## src/rtl/scene_fade_ctrl.sv

```systemverilog
// Scene sequencer: fades to black over whole frames, swaps the scene
// ROM select while dark, fades back in, and scales the palette RGB.
module scene_fade_ctrl #(
  parameter int NUM_SCENES      = 4,
  parameter int SCENE_W         = 2,
  parameter int INIT_SCENE      = 0,
  parameter int FRAMES_PER_STEP = 1
) (
  input  logic               vga_clk,
  input  logic               reset_n,
  input  logic               vs,
  input  logic               blank,
  input  logic               req_valid,
  input  logic [SCENE_W-1:0] req_scene,
  output logic               req_ready,
  output logic [SCENE_W-1:0] cur_scene,
  output logic               busy,
  output logic [4:0]         brightness,
  input  logic [3:0]         red_in,
  input  logic [3:0]         green_in,
  input  logic [3:0]         blue_in,
  output logic [3:0]         red,
  output logic [3:0]         green,
  output logic [3:0]         blue
);

  typedef enum logic [1:0] {
    IDLE,
    FADE_OUT,
    SWAP,
    FADE_IN
  } state_t;

  localparam logic [7:0] STEP_LAST = 8'(FRAMES_PER_STEP - 1);
  localparam logic [SCENE_W-1:0] INIT = SCENE_W'(INIT_SCENE);

  state_t             state, state_n;
  logic [4:0]         bright_n;
  logic [7:0]         fcnt, fcnt_n;
  logic [SCENE_W-1:0] pending, pending_n;
  logic [SCENE_W-1:0] scene_n;
  logic               vs_q;
  logic               fe;
  logic               step;
  logic               legal;

  assign fe        = vs_q & ~vs;
  assign step      = (fcnt == STEP_LAST);
  assign legal     = (int'(req_scene) < NUM_SCENES) &&
                     (req_scene != cur_scene);
  assign req_ready = (state == IDLE);
  assign busy      = (state != IDLE);

  always_comb begin
    state_n   = state;
    bright_n  = brightness;
    fcnt_n    = fcnt;
    pending_n = pending;
    scene_n   = cur_scene;
    unique case (state)
      IDLE: begin
        if (req_valid && legal) begin
          pending_n = req_scene;
          fcnt_n    = 8'd0;
          state_n   = FADE_OUT;
        end
      end
      FADE_OUT: begin
        if (fe) begin
          if (step) begin
            bright_n = brightness - 5'd1;
            fcnt_n   = 8'd0;
            if (brightness == 5'd1)
              state_n = SWAP;
          end else begin
            fcnt_n = fcnt + 8'd1;
          end
        end
      end
      SWAP: begin
        if (fe) begin
          scene_n = pending;
          fcnt_n  = 8'd0;
          state_n = FADE_IN;
        end
      end
      FADE_IN: begin
        if (fe) begin
          if (step) begin
            bright_n = brightness + 5'd1;
            fcnt_n   = 8'd0;
            if (brightness == 5'd15)
              state_n = IDLE;
          end else begin
            fcnt_n = fcnt + 8'd1;
          end
        end
      end
      default: state_n = IDLE;
    endcase
  end

  always_ff @(posedge vga_clk or negedge reset_n) begin
    if (!reset_n) begin
      state      <= IDLE;
      brightness <= 5'd16;
      fcnt       <= 8'd0;
      pending    <= INIT;
      cur_scene  <= INIT;
      vs_q       <= 1'b1;
    end else begin
      state      <= state_n;
      brightness <= bright_n;
      fcnt       <= fcnt_n;
      pending    <= pending_n;
      cur_scene  <= scene_n;
      vs_q       <= vs;
    end
  end

  // 4-bit colour times 0..16 gain; bits [7:4] make gain 16 a pass-through
  function automatic logic [3:0] scale(input logic [3:0] c,
                                       input logic [4:0] g);
    logic [8:0] p;
    p = {5'd0, c} * {4'd0, g};
    return p[7:4];
  endfunction

  always_ff @(posedge vga_clk or negedge reset_n) begin
    if (!reset_n) begin
      red   <= 4'd0;
      green <= 4'd0;
      blue  <= 4'd0;
    end else if (blank) begin
      red   <= scale(red_in, brightness);
      green <= scale(green_in, brightness);
      blue  <= scale(blue_in, brightness);
    end else begin
      red   <= 4'd0;
      green <= 4'd0;
      blue  <= 4'd0;
    end
  end

endmodule

```

## config.mk

```make
export PLATFORM = sky130hd
export DESIGN_NAME = scene_fade_ctrl
export DESIGN_NICKNAME = d
export VERILOG_FILES = /design/src/rtl/scene_fade_ctrl.sv
export SDC_FILE = /design/constraint.sdc
export NUM_CORES = 1
export LEC_CHECK = 0
export ABC_CLOCK_PERIOD_IN_PS = 6850
export CORE_MARGIN = 2
export CORE_UTILIZATION = 62
export CTS_BUF_LIST = sky130_fd_sc_hd__clkbuf_8
export DETAILED_ROUTE_END_ITERATION = 8
export PLACE_DENSITY = 0.94
export SKIP_CTS_REPAIR_TIMING = 1
export SYNTH_ARGS = -nofsm -noshare
export SYNTH_HDL_FRONTEND = slang
export SYNTH_SLANG_ARGS = --single-unit
```

## constraint.sdc

```tcl
create_clock -name vga_clk -period 6.85 [get_ports vga_clk]
set_input_delay 1.0275 -clock vga_clk [delete_from_list [all_inputs] [get_ports vga_clk]]
set_output_delay 1.0275 -clock vga_clk [all_outputs]
set_load 0.1 [all_outputs]
```

==> impl_metrics.py <==
metrics = {
    "outcome": {
        "outcome": "finished, final reports clean",
    },
    "synthesis": {
        "yosysSeqAreaShare_pct": 28.1,
        "synth_fp_nets": 381,
        "synth_most_common_cell": "ha_1",
        "synth_common_cells": "ha_1 (37), inv_1 (36), and2_1 (35)",
        "yosysWarningCount": 0,
        "ys_ff_latch": 32,
        "yosysTopAreaCell": "dfrtp_1",
        "yosysUniqueCellTypes": 37,
        "async_flop_share_pct": 100,
        "synth_top_area_share_pct": 26.3,
        "synth_area_sq_um": 2860,
        "avgSynthCellArea_sq_um": 9.22,
        "ys_top_cells_by_area": "dfrtp_1 (26%), ha_1 (16%), fa_1 (11%), and2_1 (7.7%), inv_1 (4.7%)",
        "synth_enable_flop_cells": 0,
        "synthFlopType": "dfrtp_1",
        "syn_inst": 310,
    },
    "critical_path": {
        "slowest_delay_ns": 0.53,
        "crit_required_ns": 7.02,
        "slowest_stage": "fa_1",
        "start_kind": "input port",
        "crit_family": "adder cells",
        "crit_buf_inv": 3,
        "path_cells": "clkdlybuf4s50_1, and2_1, fa_1, inv_1, fa_1, inv_1, ha_1, nand4_1, o2111ai_1, a21oi_1, xnor2_1, and2_1",
        "crit_type": "in2reg",
        "cp-end-kind": "register",
        "r2r_slack_ns": 3.39,
        "path_max_fanout": 5,
        "cp.arrival_ns": 4.15,
    },
    "power_and_ir_drop": {
        "peakVddDrop_mv": 0.287,
        "p_leak_nw": 1.71,
        "p_comb_share_pct": 64.0,
        "power_density_nw_per_um2": 396,
        "seqPwrFrac_pct": 24.1,
        "switching_share_pct": 53.6,
        "p_switching_w": 0.000715,
        "p_int_w": 0.000619,
        "total_power_w": 0.00133,
        "power_frac_clock_pct": 11.9,
    },
    "cts": {
        "root_buffer": "clkbuf_8",
        "cts_max_level": 2,
        "tritoncts": "built",
        "clock_latency_ns": 0.28,
        "cts_sinks": 32,
        "cts_buffers": 5,
        "clk_path_buf_depth": 2,
        "path_clk_slew_ns": 0.07,
    },
    "sta": {
        "worst_slack_ns": 2.87,
        "rsz0062_at_grt": "no",
        "finalSetupTns_ns": 0,
        "finalCritPeriodShare_pct": 58.1,
        "fmax_ghz": 0.251,
        "clock_skew_ns": 0.00949,
        "hold_viol": 0,
        "slew_headroom_pct": 34.0,
        "period_needed_ns": 3.98,
        "maxSlewViolCount": 0,
        "worst_pin_slew_ns": 0.987,
        "setup_viol_count_final": 0,
    },
    "placement": {
        "portBuffers": 39,
        "dp_hpwl_mm": 4.43,
        "place_ws_ns": 2.63,
        "place.gp.congestion": 0.931,
    },
    "drt": {
        "first_pass_iters": 5,
        "drt-initial-drc-count": 157,
        "wire_per_inst_um": 14.6,
        "drt-total-wl_mm": 5.81,
        "vias": 2285,
        "ant_nets": 0,
        "drt-vias-per-instance": 5.73,
        "post-route-drc-count": 0,
    },
    "grt": {
        "grt_use_total_pct": 25.5,
        "grt_max_degree": 33,
        "grt_pass1_wl_mm": 10.4,
        "antenna_found_initial": 0,
        "overflow": 0,
        "grt_pass1_vias": 2335,
    },
    "die": {
        "coreArea_sq_um": 4380,
        "dieArea_sq_um": 5170,
        "rows": 24,
        "io_pins": 40,
        "dieHeight_um": 71.9,
        "die_w_um": 71.9,
        "initial_core_util_pct": 65.2,
    },
    "finish": {
        "synthToLayoutAreaGrowth_pct": 17.7,
        "layout-drive-gt1-share_pct": 5.48,
        "antenna_cells": 0,
        "nets": 417,
    },
    "worst_hold_path": {
        "hold_path_class": "reg2reg",
    },
    "flow_run": {
        "maxCapViolCount": 0,
    },
}
[area by class of cell]
class / count / area (sq um)
clock buffers: 7 / 96.3
clock inverters: 1 / 3.75
fillers: 291 / 1020
inverters: 36 / 135
multi-input cells: 231 / 1860
flip-flops and latches: 32 / 803
well taps: 52 / 65.1
repair buffers: 40 / 398
[layout by cell type, fill, tap and decap left out, types with 11 or more instances in the layout]
master and n:
clkdlybuf4s50_1 39, inv_1 37, ha_1 37, and2_1 35, nand2_1 33, dfrtp_1 30
o21ai_0 16, fa_1 15, xor2_1 14, a21oi_1 11
[registers in the layout (all words and copies together) (netlist names)]
signal and flops:
fcnt 8, brightness 5, cur_scene 2, green 4
state 2, pending 2, blue 4, vs_q 1
red 4
[power groups by stage]
stage | registers [W] | logic (W) | clock network (W)
final | 0.000322 | 0.000854 | 0.000158
after global placement | 0.000319 | 0.000816 | 0
after floorplan | 0.000506 | 0.000481 | 0
after CTS | 0.000318 | 0.000858 | 0.000160
after global routing | 0.000331 | 0.000934 | 0.000169
after detailed placement | 0.000321 | 0.000851 | 0
[cells by family after synthesis]
kind of cell    Yosys count  synth area share (%)
flops                    32                  28.1
compound gates           43                  9.23
xor+xnor                 21                  6.43
mux                       7                  2.80
simple gates            108                  20.0
fa+ha+maj                52                  26.7
buf+inv                  47                  6.70
[final timing paths]
| check | startpoint | end | cells after the start |
|---|---|---|---|
| max in group asynchronous | reset_n | brightness[4] | 2 |
| min in group asynchronous | reset_n | pending[0] | 2 |
| setup reg to reg | brightness[1] | red[3] | 11 |
| hold / removal | pending[0] | cur_scene[0] | 1 |
| hold reg to reg | pending[0] | cur_scene[0] | 1 |
| setup / recovery | red_in[1] | red[3] | 12 |
[per-stage QoR]
stage	hold slack [ns]	cell area (sq um)	utilization [%]	cells
final	0.505	3370	76.8	399
after floorplan	0.465	2860	-	310
after detailed placement	0.493	3270	74.5	391
after global placement	0.485	3270	74.5	391
after CTS	0.507	3370	76.8	399
after global routing	0.527	3370	76.8	399
[worst reg2reg max path: stages (launching register included)]
cell and delay [ns]:
dfrtp_1 0.61, and2_1 0.31, fa_1 0.55, inv_1 0.06
fa_1 0.53, inv_1 0.04, ha_1 0.34, nand4_1 0.14
o2111ai_1 0.34, a21oi_1 0.15, xnor2_1 0.14, and2_1 0.15
[layer usage]
| layer | vias up | share of wire [%] | track usage (%) |
|---|---|---|---|
| li1 | 1096 | - | - |
| met1 | 1102 | 41 | 31.2 |
| met2 | 66 | 53 | 45.3 |
| met3 | 21 | 3.5 | 3.89 |
| met4 | 0 | 2.6 | 9.85 |
| met5 | - | 0 | 0 |
Power figures use the tool's default switching activity.
==> RTL edit, RTL diff (same settings) <==
`SCENE_W`: 2 -> 3.
--- a/src/rtl/scene_fade_ctrl.sv
+++ b/src/rtl/scene_fade_ctrl.sv
@@ -2,7 +2,7 @@
 // ROM select while dark, fades back in, and scales the palette RGB.
 module scene_fade_ctrl #(
   parameter int NUM_SCENES      = 4,
-  parameter int SCENE_W         = 2,
+  parameter int SCENE_W         = 3,
   parameter int INIT_SCENE      = 0,
   parameter int FRAMES_PER_STEP = 1
 ) (
Ports: changed (resized cur_scene and req_scene); port bits go from 40 to 42. The function was not compared with the original's and may differ.
==> RTL edit against the original RTL <==
  * Critical path depth shrank 1
  * Final cell count rose by 11%
  * Clock skew is 2.8 ps lower
  * Routed wire length is 5.2% higher
  * Synthesized area grew 7.7%
  * Cell area rose by 7.4%
  * Sequential cell count grew 2
  * Setup slack improved by 93 ps
  * Sequential share of layout area is 0.26 points lower
  * Largest cell class unchanged
Power is left out: it rests on default switching activity, and per cell area and clock period it moved more than threefold.
==> RTL edit: results (changes against the original RTL) <==
| Metric | Value |
|---|---|
| DR DRC count | `0 (unchanged)` |
| Max-slew headroom | `33.8% (-0.22 points)` |
| Detail-routed via count per cell | `5.74 (+0.19%)` |
| Number of levels the H-tree was split into | `2 (unchanged)` |
| Net count, final | `446 (+7.0%)` |
| Post-synth net total | `409 (+7.3%)` |
| Most numerous cell types in the synthesized netlist | `38 x inv_1, 38 x nand2_1, 37 x ha_1, 32 x dfrtp_1, 29 x and2_1` |
| Root Buffer Master | `clkbuf_8` |
| Final Skew | `6.69 ps (-2.80 ps)` |
| Vias in the first global route | `2456 (+5.2%)` |
| Fraction of layout instances using a drive strength above 1 | `5.87% (+0.39 points)` |
| Count of inserted antenna diode cells | `0 (unchanged)` |
| HPWL after detailed placement | `4.66 mm (+5.1%)` |
| Final Routed Wirelength | `6.12 mm (+5.2%)` |
| Count of routing violations after the opening detailed-route iteration | `76 (-52%)` |
| Drt pass-1 iters | `4 (-1)` |
| Result of the run | `finished clean` |
| Kind of path behind the tightest hold check | `reg -> reg` |
| Leading cell types by total area after synthesis | `dfrtp_1 26%, ha_1 15%, fa_1 9.8%` |
| Routability congestion estimate | `0.803 (-14%)` |
| Wire length of the first global-routing pass | `10.5 mm (+1.1%)` |
| Inserted Clock Buffers | `5 (unchanged)` |
| Number of distinct library cells after synthesis | `46 (+24%)` |
| Top cell type's share of synthesized area | `26.0% (-0.24 points)` |
| GRT Resource Usage Total | `24.1% (-1.4 points)` |
| Proportion of synthesized flip-flops having asynchronous set or reset | `100% (unchanged)` |
| Max Slew Vio Count | `0 (unchanged)` |
| Number of nets still failing antenna checks after routing | `0 (unchanged)` |
| Worst slack at placement | `2660 ps (+33.0 ps)` |
| Port buffer count | `41 (+5.1%)` |
| Clock latency on the worst-skew pair | `290 ps` |
| Top flop regs | `fcnt (8), brightness (5)` |
| CP max FO | `5 (unchanged)` |
| Clock transition at the register clock pins on the worst setup and hold paths after CTS | `70 ps (about the same)` |
| Maximum number of pins on one net before global-route repair | `35 (+6.1%)` |
| Sequential element share of the synthesized area | `27.7% (-0.37 points)` |
| Endpoints failing hold | `0 (unchanged)` |
| Yosys Warn Count | `0 (unchanged)` |
| Initial antenna violation count | `0 (unchanged)` |
| Buffer depth of the longest clock path | `2 (unchanged)` |
-- RTL edit: final timing paths --
kind | from | slack, ps | to | depth (start not counted)
setup / recovery | red_in[3] | 2970 | red[3] | 11
hold / removal | pending[2] | 500 | pending[2] | 1
setup reg to reg | brightness[1] | 3460 | red[3] | 10
hold reg to reg | pending[2] | 500 | pending[2] | 1
max in group asynchronous | reset_n | 5360 | brightness[4] | 2
min in group asynchronous | reset_n | 1150 | pending[1] | 2
-- RTL edit: area by class of cell --
type                            instances  area [um^2]
Multi-Input combinational cell        253         2030
Fill cell                             362         1140
Sequential cell                        34          853
Timing Repair Buffer                   42          418
Inverter                               38          143
Tap cell                               67         83.8
Clock buffer                            5         68.8
Clock inverter                          3         13.8
-- RTL edit: cell families after synthesis --
| family | synth area share [%] |
|---|---|
| mux | 2.48 |
| simple gates | 21.2 |
| xor+xnor | 4.27 |
| flops | 27.7 |
| compound gates | 13.4 |
| buf+inv | 6.18 |
| fa+ha+maj | 24.8 |
-- RTL edit: layer usage --
layer	vias to the layer above	track usage [%]	wire length, um
li1	1233	-	-
met1	1219	28.4	2640
met2	72	44.3	3150
met3	12	4.07	243
met4	0	7.74	85
met5	-	0	0
-- RTL edit: stage by stage --
stage                     std cells  instance area (um^2)  util [%]
after floorplan                 337                  3080         -
after global placement          434                  3530      74.3
after detailed placement        434                  3530      74.3
after CTS                       442                  3610      76.0
after global routing            442                  3610      76.0
final                           442                  3610      76.0
-- RTL edit: critical path, cell delays in order --
cell and delay (ps):
clkdlybuf4s50_1 460, and2_1 190, fa_1 550, inv_1 60, fa_1 520, inv_1 40
ha_1 330, nand4_1 130, o2111ai_1 170, a2111oi_0 450, o21bai_1 160
